<file path="src/rtl/mem_bus_pkg.sv">
// Shared native memory bus definitions: widths, arbiter state encoding, timeout error data.
// No logic; latency and backpressure are defined by the modules that import it.
package mem_bus_pkg;

  localparam int ADDR_W = 32;
  localparam int DATA_W = 32;
  localparam int STRB_W = 4;

  localparam logic [DATA_W-1:0] ERR_RDATA_DEFAULT = 32'hDEADBEEF;

  typedef enum logic {
    ST_IDLE = 1'b0,
    ST_BUSY = 1'b1
  } arb_state_t;

  // Counter must be able to hold the limit itself; a disabled (0) limit still gets one bit.
  function automatic int cnt_width(input int limit);
    return (limit <= 0) ? 1 : $clog2(limit + 1);
  endfunction

endpackage

</file>
<file path="src/rtl/mem_arb_timer.sv">
// Saturating transaction timer; hit is combinational in the cycle whose increment reaches LIMIT.
// Latency 0 for hit; no backpressure, counts only while en, LIMIT=0 never hits.
module mem_arb_timer
  import mem_bus_pkg::*;
#(
  parameter int LIMIT = 255,
  parameter int CW    = cnt_width(LIMIT)
) (
  input  logic          clk,
  input  logic          resetn,
  input  logic          clr,
  input  logic          load,
  input  logic [CW-1:0] load_val,
  input  logic          en,
  output logic          hit
);

  localparam logic [CW-1:0] LIM = CW'(LIMIT);

  logic [CW-1:0] cnt_q;

  always_ff @(posedge clk or negedge resetn) begin
    if (!resetn) begin
      cnt_q <= '0;
    end else if (clr) begin
      cnt_q <= '0;
    end else if (load) begin
      cnt_q <= (load_val > LIM) ? LIM : load_val;
    end else if (en && (cnt_q != LIM)) begin
      cnt_q <= cnt_q + 1'b1;
    end
  end

  assign hit = (LIMIT != 0) && en && (cnt_q == LIM - 1'b1);

endmodule

</file>
<file path="src/rtl/mem_arbiter.sv">
// Two-master round-robin arbiter with per-transaction timeout for the native memory bus.
// Latency: 1 cycle valid->s_valid, 0 cycles s_ready->m_ready; masters hold requests until ready.
module mem_arbiter
  import mem_bus_pkg::*;
#(
  parameter int                TIMEOUT_CYCLES = 255,
  parameter logic [DATA_W-1:0] ERR_RDATA      = ERR_RDATA_DEFAULT
) (
  input  logic              clk,
  input  logic              resetn,
  input  logic              m0_valid,
  output logic              m0_ready,
  input  logic [ADDR_W-1:0] m0_addr,
  input  logic [DATA_W-1:0] m0_wdata,
  input  logic [STRB_W-1:0] m0_wstrb,
  output logic [DATA_W-1:0] m0_rdata,
  input  logic              m1_valid,
  output logic              m1_ready,
  input  logic [ADDR_W-1:0] m1_addr,
  input  logic [DATA_W-1:0] m1_wdata,
  input  logic [STRB_W-1:0] m1_wstrb,
  output logic [DATA_W-1:0] m1_rdata,
  output logic              s_valid,
  input  logic              s_ready,
  output logic [ADDR_W-1:0] s_addr,
  output logic [DATA_W-1:0] s_wdata,
  output logic [STRB_W-1:0] s_wstrb,
  input  logic [DATA_W-1:0] s_rdata,
  output logic              grant,
  output logic              timeout_err
);

  localparam int CW = cnt_width(TIMEOUT_CYCLES);

  arb_state_t        state_q, state_d;
  logic              grant_q, last_q;
  logic              any_req, pick, busy, gvalid;
  logic              tmr_clr, tmr_en, tmr_hit;
  logic              done_ok, done_tmo, done;
  logic [DATA_W-1:0] done_rdata;

  assign any_req = m0_valid | m1_valid;
  // On a tie the master that did not complete most recently wins.
  assign pick    = (m0_valid & m1_valid) ? ~last_q : m1_valid;
  assign busy    = (state_q == ST_BUSY);
  assign gvalid  = grant_q ? m1_valid : m0_valid;

  assign tmr_clr = ~busy & any_req;
  assign tmr_en  = busy & ~s_ready;

  // tmr_hit is qualified by ~s_ready, so a same-cycle s_ready completes normally.
  assign done_ok  = busy & gvalid & s_ready;
  assign done_tmo = busy & gvalid & tmr_hit;
  assign done     = done_ok | done_tmo;

  mem_arb_timer #(
    .LIMIT (TIMEOUT_CYCLES),
    .CW    (CW)
  ) u_timer (
    .clk      (clk),
    .resetn   (resetn),
    .clr      (tmr_clr),
    .load     (1'b0),
    .load_val ({CW{1'b0}}),
    .en       (tmr_en),
    .hit      (tmr_hit)
  );

  always_ff @(posedge clk or negedge resetn) begin
    if (!resetn) begin
      state_q <= ST_IDLE;
      grant_q <= 1'b0;
      last_q  <= 1'b1;
    end else begin
      state_q <= state_d;
      if (!busy && any_req) grant_q <= pick;
      if (done)             last_q  <= grant_q;
    end
  end

  // A granted master dropping valid mid-transaction aborts without completion.
  always_comb begin
    state_d = state_q;
    case (state_q)
      ST_IDLE: if (any_req) state_d = ST_BUSY;
      ST_BUSY: if (!gvalid || done) state_d = ST_IDLE;
      default: state_d = ST_IDLE;
    endcase
  end

  always_comb begin
    s_valid     = 1'b0;
    s_addr      = '0;
    s_wdata     = '0;
    s_wstrb     = '0;
    timeout_err = done_tmo;
    done_rdata  = done_tmo ? ERR_RDATA : s_rdata;
    if (busy) begin
      s_valid = gvalid & ~done_tmo;
      s_addr  = grant_q ? m1_addr  : m0_addr;
      s_wdata = grant_q ? m1_wdata : m0_wdata;
      s_wstrb = grant_q ? m1_wstrb : m0_wstrb;
    end
    m0_ready = done & ~grant_q;
    m1_ready = done & grant_q;
    m0_rdata = m0_ready ? done_rdata : '0;
    m1_rdata = m1_ready ? done_rdata : '0;
  end

  assign grant = grant_q;

endmodule
</file>
<file path="config.mk">
export PLATFORM = sky130hd
export DESIGN_NAME = mem_arbiter
export DESIGN_NICKNAME = d
export VERILOG_FILES = /design/src/rtl/mem_bus_pkg.sv /design/src/rtl/mem_arb_timer.sv /design/src/rtl/mem_arbiter.sv
export SDC_FILE = /design/constraint.sdc
export NUM_CORES = 1
export LEC_CHECK = 0
export ABC_AREA = 1
export CAP_MARGIN = 20
export CORE_AREA = 5 5 116 118
export CTS_BUF_LIST = sky130_fd_sc_hd__clkbuf_4
export DETAILED_ROUTE_END_ITERATION = 7
export DIE_AREA = 0 0 121 123
export GPL_TIMING_DRIVEN = 0
export SLEW_MARGIN = 10
export SYNTH_ARGS = -nofsm -noshare
export SYNTH_HDL_FRONTEND = slang
export SYNTH_SLANG_ARGS = --single-unit
</file>
<file path="constraint.sdc">
create_clock -name clk -period 1.58 [get_ports clk]
set_input_delay 0.158 -clock clk [delete_from_list [all_inputs] [get_ports clk]]
set_output_delay 0.158 -clock clk [all_outputs]
set_load 0.05 [all_outputs]
</file>
==> results of run 1 <==
-- registers in the layout, summed over array words and instances, names as in the netlist --
name,cells
u_timer.cnt_q,8
busy,1
grant,1
last_q,1
-- area by class of cell --
cell class / count / area, µm² / area share, %
Inverter: 19 / 96.3 / 1.01
Sequential cell: 11 / 278 / 2.93
Timing Repair Buffer: 393 / 4680 / 49.3
Buffer: 26 / 465 / 4.90
Clock buffer: 4 / 30.0 / 0.316
Tap cell: 172 / 215 / 2.27
Multi-Input combinational cell: 377 / 3730 / 39.3
-- cells by family (layout without fill, tap and decap cells) --
family / count (synthesis) / in the layout
AND/OR/NAND/NOR: 297 / 297
AO/OA/AOI/OAI: 76 / 76
buffers and inverters: 50 / 442
flip-flops: 11 / 11
adder cells (fa/ha/maj): 2 / 2
XOR/XNOR: 2 / 2
-- cells in the final DEF (no fill, tap or decap), types with 3 or more instances in the layout --
master and instances:
buf_12 24, buf_16 4, buf_4 35, buf_6 79
buf_8 93, clkbuf_16 11, clkbuf_4 4, clkdlybuf4s50_1 172
dfrtp_1 9, inv_1 13, nand2_1 32, nand2_2 13
nand2_4 4, nand3_1 8, nand3_4 3, nor2_1 42
nor2_2 21, nor2_4 170, o21ai_0 3, o21ai_2 11
o21ai_4 58
-- per-layer routing --
layer	vias up	share of wire (%)
met5	-	0
met4	0	2.4
met3	28	7.5
met2	176	56
met1	2164	34
li1	2171	-
-- power by group through the flow --
stage	registers, W	logic (W)	clock network [W]
final	0.000405	0.0154	0.000211
after global routing	0.000416	0.0160	0.000231
after floorplan	0.000448	0.00657	0
after global placement	0.000407	0.00945	0
after CTS	0.000405	0.0126	0.000213
after detailed placement	0.000411	0.00952	0
-- critical path, delay by kind of cell, from the launching register on --
| family | cells | cell delay, ps |
|---|---|---|
| flip-flops | 1 | 390 |
| buffers and inverters | 4 | 540 |
| adder cells (fa/ha/maj) | 1 | 130 |
| AND/OR/NAND/NOR | 6 | 690 |
-- final timing paths --
kind                                                      to  slack [ps]  cells past startpoint
worst min-delay path            u_timer.cnt_q[4]$_DFFE_PN0P_         220                      1
worst max-delay path                            m0_rdata[28]        -610                     11
worst min register to register            last_q$_DFFE_PN1P_         480                      2
max in group asynchronous                  grant$_DFFE_PN0P_         990                      1
min in group clk                          last_q$_DFFE_PN1P_         480                      2
worst max register to register  u_timer.cnt_q[2]$_DFFE_PN0P_        -140                     11
-- what timing repair did --
action	4_1_cts	5_1_grt
endpoints found under the setup margin	144	146
pin swaps	47	82
resized for setup	1168	352
cloned	6	7
hold buffers	0	0
buffers inserted	35	39
-- metrics by stage --
stage | cells | util [%] | setup WS [ps] | total power [W]
final | 1002 | 76.8 | -609 | 0.0160
after global routing | 1002 | 76.8 | -718 | 0.0166
after CTS | 964 | 66.1 | -606 | 0.0132
after detailed placement | 919 | 53.0 | -1120 | 0.00993
after global placement | 919 | 53.0 | -1090 | 0.00986
after floorplan | 438 | - | -303 | 0.00702
==> summary.md, run 1 <==
| Metric | Value |
|---|---|
| Status | finished, violations left |
| Failing checks | negative setup slack |
| Core box area | 12400 µm² |
| Total inserted antenna cells | 0 |
| Worst slew pin tran | 546 ps |
| Final hold slack | 224 ps |
| Setup TNS | -58640 ps |
| Iteration-0 DRC count of the detailed router | 184 |
| Largest net degree at the start of global routing | 12 |
| Vias per cell | 4.53 |
| Max IR drop VDD | 1190 µV |
| Maximum root-to-sink buffer count | 2 |
| Crit start category | register |
| RSZ-0062 raised after global routing | yes |
| DRT Wirelength | 19.4 mm |
| Comb pwr share | 96.1% |
| Final instance area | 9490 µm² |
| Ports | 310 |
| Mapped Area | 2220 µm² |
| Worst setup margin | -609 ps |
| Ys flop type | dfrtp_1 |
| Final RePlAce weighted congestion | 0.865 |
| Remaining Overflow, GRT | 0 |
| Fillers | 803 |
| Min cycle time layout | 2190 ps |
| Layout area overhead | 327% |
| Crit path cell chain | inv_2 -> ha_4 -> nand3_4 -> nor2_4 -> nand2_4 -> buf_12 -> nor2_8 -> buf_12 -> nor2_2 -> nor2_4 -> buf_8 |
| Critical Path AT | 2030 ps |
| Fmax | 457 MHz |
| Net count of the mapped netlist | 613 |
| Area after DPL | 6550 µm² |
| Max-slew headroom | 63.8% |
| P_sw | 0.00876 W |
| Largest stage delay on the critical path | 390 ps |
| Multiplexer share of the synthesized area | 0% |
| Simple-gate area share of the yosys netlist | 56.4% |
| Vias in the first global route | 4497 |
| CTS H-Tree Depth | 1 |
| Critical path capture point type | primary output |
| Post-Synth Adder-Cell Area | 1.13% |
| CTS tree | built |
| Reg2reg start | u_timer.cnt_q[1]$_DFFE_PN0P_ |
| Nets | 1006 |
| YS warnings | 0 |
| Int Power | 0.00725 W |
| Sequential Power Share | 2.5% |
| Synth unique cells | 26 |
| Synth Area in XOR/XNOR | 0.788% |
| Grt met2 use | 43.0% |
| Type of the worst min-delay path | in -> async |
| Critical Path Fanout Max | 10 |
| Final setup violation count | 144 |
| Starting density of the core | 18.0% |
| Clk slew on worst S/H paths | 70 ps |
| Synthesis-stage register bit count | 11 |
| DR vias | 4539 |
| First-pass GRT wire length | 25.1 mm |
| TritonRoute pass-1 iters | 4 |
| Synth top area share | 37.2% |
| Synth Area in Compound Gates | 17.2% |
| Post-DP HPWL | 13.3 mm |
| Syn Area/Cell | 5.07 µm² |
| Sequential fraction of the synthesis area | 12.4% |
| # DRC | 0 |
| Count leader, synth | nor2_1 |
| Leakage | 3.65 nW |
| Clock Skew | 4.60 ps |
| Sw Share | 54.7% |
| Asr flop ratio synth | 100% |
| Fin. max-slew vios | 0 |
| Detail Route Antenna Nets | 0 |
| DIE HEIGHT | 123 µm |
| Global routing's busiest layer | met2 |
| Max_cap viols | 0 |
| Clock sinks | 11 |
| Global routing met3 resource utilization | 5.86% |
| PD cells | 1690 nW/µm² |
| Worst EP required | 1420 ps |
| Fin. Hold Viols | 0 |
| Root Buffer | clkbuf_4 |
| Die Width | 121 µm |
| Clk_lat worst skew | 270 ps |
| Routing usage on met1 | 22.2% |
| Cell taking the most area after synthesis | nor2_1 |
| Top post-synthesis cells by count | nor2_1 (220), o21ai_0 (69), nand2_1 (43), clkbuf_1 (17), inv_1 (17) |
| Number of port buffers | 309 |
| Number of flops mapped to enable cells by yosys | 0 |
| Tot GR Track Use | 21.3% |
| CP Class | reg -> out |
| Share of layout cells above drive strength 1 | 65.5% |
| Routed len/inst | 19.3 µm |
| Main combinational cell family by area after synthesis | simple AND/OR/NAND/NOR gates |
| Synth top area cells | nor2_1 (37%), o21ai_0 (16%), dfrtp_1 (11%) |
| Die Area | 14900 µm² |
| Fin crit share | 139% |
| CP Launch Point | u_timer.cnt_q[0]$_DFFE_PN0P_ |
| Slowest-stage cell, CP | dfrtp_1 |
| Clock network power share | 1.3% |
| Gate Count Post-Synth | 438 |
| Antenna violations before repair | 0 |
| Clock buffer count from CTS | 3 |
| Num rows | 41 |
No activity file was read; power rests on OpenSTA's default activity.
==> inputs of run 2 (changes only) <==
==> constraint.sdc (replaced) <==
create_clock -name clk -period 1.58 [get_ports clk]
set_input_delay 0.316 -clock clk [delete_from_list [all_inputs] [get_ports clk]]
set_output_delay 0.316 -clock clk [all_outputs]
set_load 0.05 [all_outputs]
==> run 2 against run 1 <==
  * The run still ends with negative setup slack left
  * Sequential cell count is the same
  * Die area is the same
  * Global-route usage grew 0.90 points
  * First-iteration DRC count shrank 36%
  * Final cell count shrank 0.20%
  * Non-clock buffer count shrank 4
  * Maximum frequency shrank 6.3%
  * Critical path depth is the same
  * Sequential share of layout area shrank 0.073 points
  * Clock power grew 4%
  * Register-to-register slack gained 80 ps
  * Highest routed layer unchanged
==> summary.md, run 2 (synthesis gave the netlist of run 1 again) <==
| Metric | Value |
|---|---|
| Critical path capture point type | primary output |
| Worst slew pin tran | 553 ps |
| TritonRoute pass-1 iters | 4 |
| CP Launch Point | s_ready |
| Type of the worst min-delay path | in -> async |
| PD cells | 1690 nW/µm² |
| Max IR drop VDD | 1490 µV |
| Iteration-0 DRC count of the detailed router | 117 |
| FF-to-FF setup slack | -60 ps |
| Layout area overhead | 338% |
| Clock buffer count from CTS | 3 |
| Fin crit share | 148% |
| Worst EP required | 1260 ps |
| Most common cell after layout, fill and taps aside | nor2_4 |
| Largest register FFs | 8 |
| Most frequent cells in the layout | nor2_4 (178), clkdlybuf4s50_1 (172), buf_8 (102), buf_6 (71), o21ai_4 (59) |
| Setup TNS | -72430 ps |
| Dpl cells | 919 |
| Leakage | 3.66 nW |
| Clk slew on worst S/H paths | 80 ps |
| Ports | 310 |
| Antenna violations before repair | 1 |
| Critical Path End | m1_rdata[7] |
| Fin. Hold Viols | 0 |
| Crit start category | input pin |
| Area after DPL | 6550 µm² |
| Max_cap viols | 0 |
| Remaining Overflow, GRT | 0 |
| Final RePlAce weighted congestion | 0.835 |
| Reg2reg start | u_timer.cnt_q[1]$_DFFE_PN0P_ |
| First-pass GRT wire length | 26.0 mm |
| Post-Layout Cell Count | 1000 |
| Die Area | 14900 µm² |
| DR vias | 4614 |
| Fmax | 428 MHz |
| Final instance area | 9730 µm² |
| Clk_lat worst skew | 270 ps |
| Vias in the first global route | 4490 |
| Vias per cell | 4.61 |
| Design Power | 0.0165 W |
| CTS H-Tree Depth | 1 |
| RSZ-0062 raised after global routing | yes |
| Failing checks | negative setup slack |
| Die Width | 121 µm |
| Critical Path Fanout Max | 5 |
| Critical Path AT | 2020 ps |
| Finished Core Util | 78.7% |
| DIE HEIGHT | 123 µm |
| Worst setup margin | -757 ps |
| DRT Wirelength | 20.5 mm |
| Max-slew headroom | 62.9% |
| Detail Route Antenna Nets | 0 |
| Share of layout cells above drive strength 1 | 68.7% |
| Nets | 1003 |
| Reg-to-reg endpoint | u_timer.cnt_q[3]$_DFFE_PN0P_ |
| CP Class | in -> out |
| Clock Skew | 5.50 ps |
| Status | finished, violations left |
| Hold-fix buffers at CTS | 0 |
| Core box area | 12400 µm² |
| Largest net degree at the start of global routing | 12 |
| Biggest register | u_timer.cnt_q |
| Post-DP HPWL | 13.7 mm |
| Register-to-Register Path Depth | 10 |
| CTS tree | built |
| Fin. max-slew vios | 0 |
| Min cycle time layout | 2340 ps |
| Num rows | 41 |
| Root Buffer | clkbuf_4 |
| Routed len/inst | 20.5 µm |
| Final setup violation count | 142 |
| Number of port buffers | 309 |
| Clock sinks | 11 |
| Starting density of the core | 18.0% |
| # DRC | 0 |
| Maximum root-to-sink buffer count | 2 |
| Tot GR Track Use | 22.2% |
run 2: changes by cell type in the layout (fill, tap and decap cells not counted), sizes merged:
cell,delta
clkdlybuf4s15,+1
nor2,+1
clkbuf,+12
diode,+1
inv,+1
clkinv,-1
buf,-16
dlygate4sd2,-1
run 2: cell type report:
cell class	count	area (µm²)
timing repair buffer	385	4620
inverter	19	96.3
buffer	30	607
clock buffer	4	30.0
sequential	11	278
tap	172	215
fill	720	2630
multi-input combinational	378	3880
antenna	1	2.50
run 2: worst min path at each step:
| stage | slack [ps] | cells after the start | to | from |
|---|---|---|---|---|
| after floorplan | 20 | 0 | busy$_DFF_PN0_ | resetn |
| after detailed placement | 460 | 2 | last_q$_DFFE_PN1P_ | last_q$_DFFE_PN1P_ |
| after CTS | 420 | 1 | u_timer.cnt_q[1]$_DFFE_PN0P_ | resetn |
| after global routing | 430 | 1 | u_timer.cnt_q[6]$_DFFE_PN0P_ | resetn |
| after global placement | 460 | 2 | last_q$_DFFE_PN1P_ | last_q$_DFFE_PN1P_ |
| final | 390 | 1 | u_timer.cnt_q[1]$_DFFE_PN0P_ | resetn |
run 2: what timing repair did:
item | CTS | global route
endpoints found under the setup margin | 142 | 144
hold endpoints to repair | 0 | 0
setup buffers | 30 | 34
gates cloned | 9 | 11
pin swaps | 58 | 80
gates resized for setup | 1301 | 238
run 2: where the power goes:
| part | total, W | switching, W | internal [W] |
|---|---|---|---|
| clock network | 0.000220 | 0.000105 | 0.000115 |
| logic | 0.0158 | 0.00881 | 0.00703 |
| registers | 0.000412 | 0.0000573 | 0.000355 |
| total | 0.0165 | 0.00897 | 0.00750 |
run 2: critical path, cell delays in order:
cell and delay [ps]:
clkdlybuf4s50_1 410, inv_1 150, nand2_2 100, nor2_4 140, nand2_4 80, buf_12 140, nor2_8 170, buf_8 160
nor2_4 60, nor2_4 130, buf_8 160
run 2: layer usage:
layer	routed length, µm	track usage [%]
met2	11500	42.6
met1	7030	24.1
met4	729	6.59
met5	0	0
met3	1270	5.31
run 2: through the flow:
step,hold WS [ps],setup slack [ps]
floorplan,20.4,-461
global placement,460,-1390
detailed placement,462,-1400
CTS,416,-754
global route,430,-851
finish,389,-757
==> inputs of run 3 (changes only) <==
- CAP_MARGIN: 20 -> not set
==> results of run 3 <==
Final layout, timing and power as in run 2 (identical DEF).
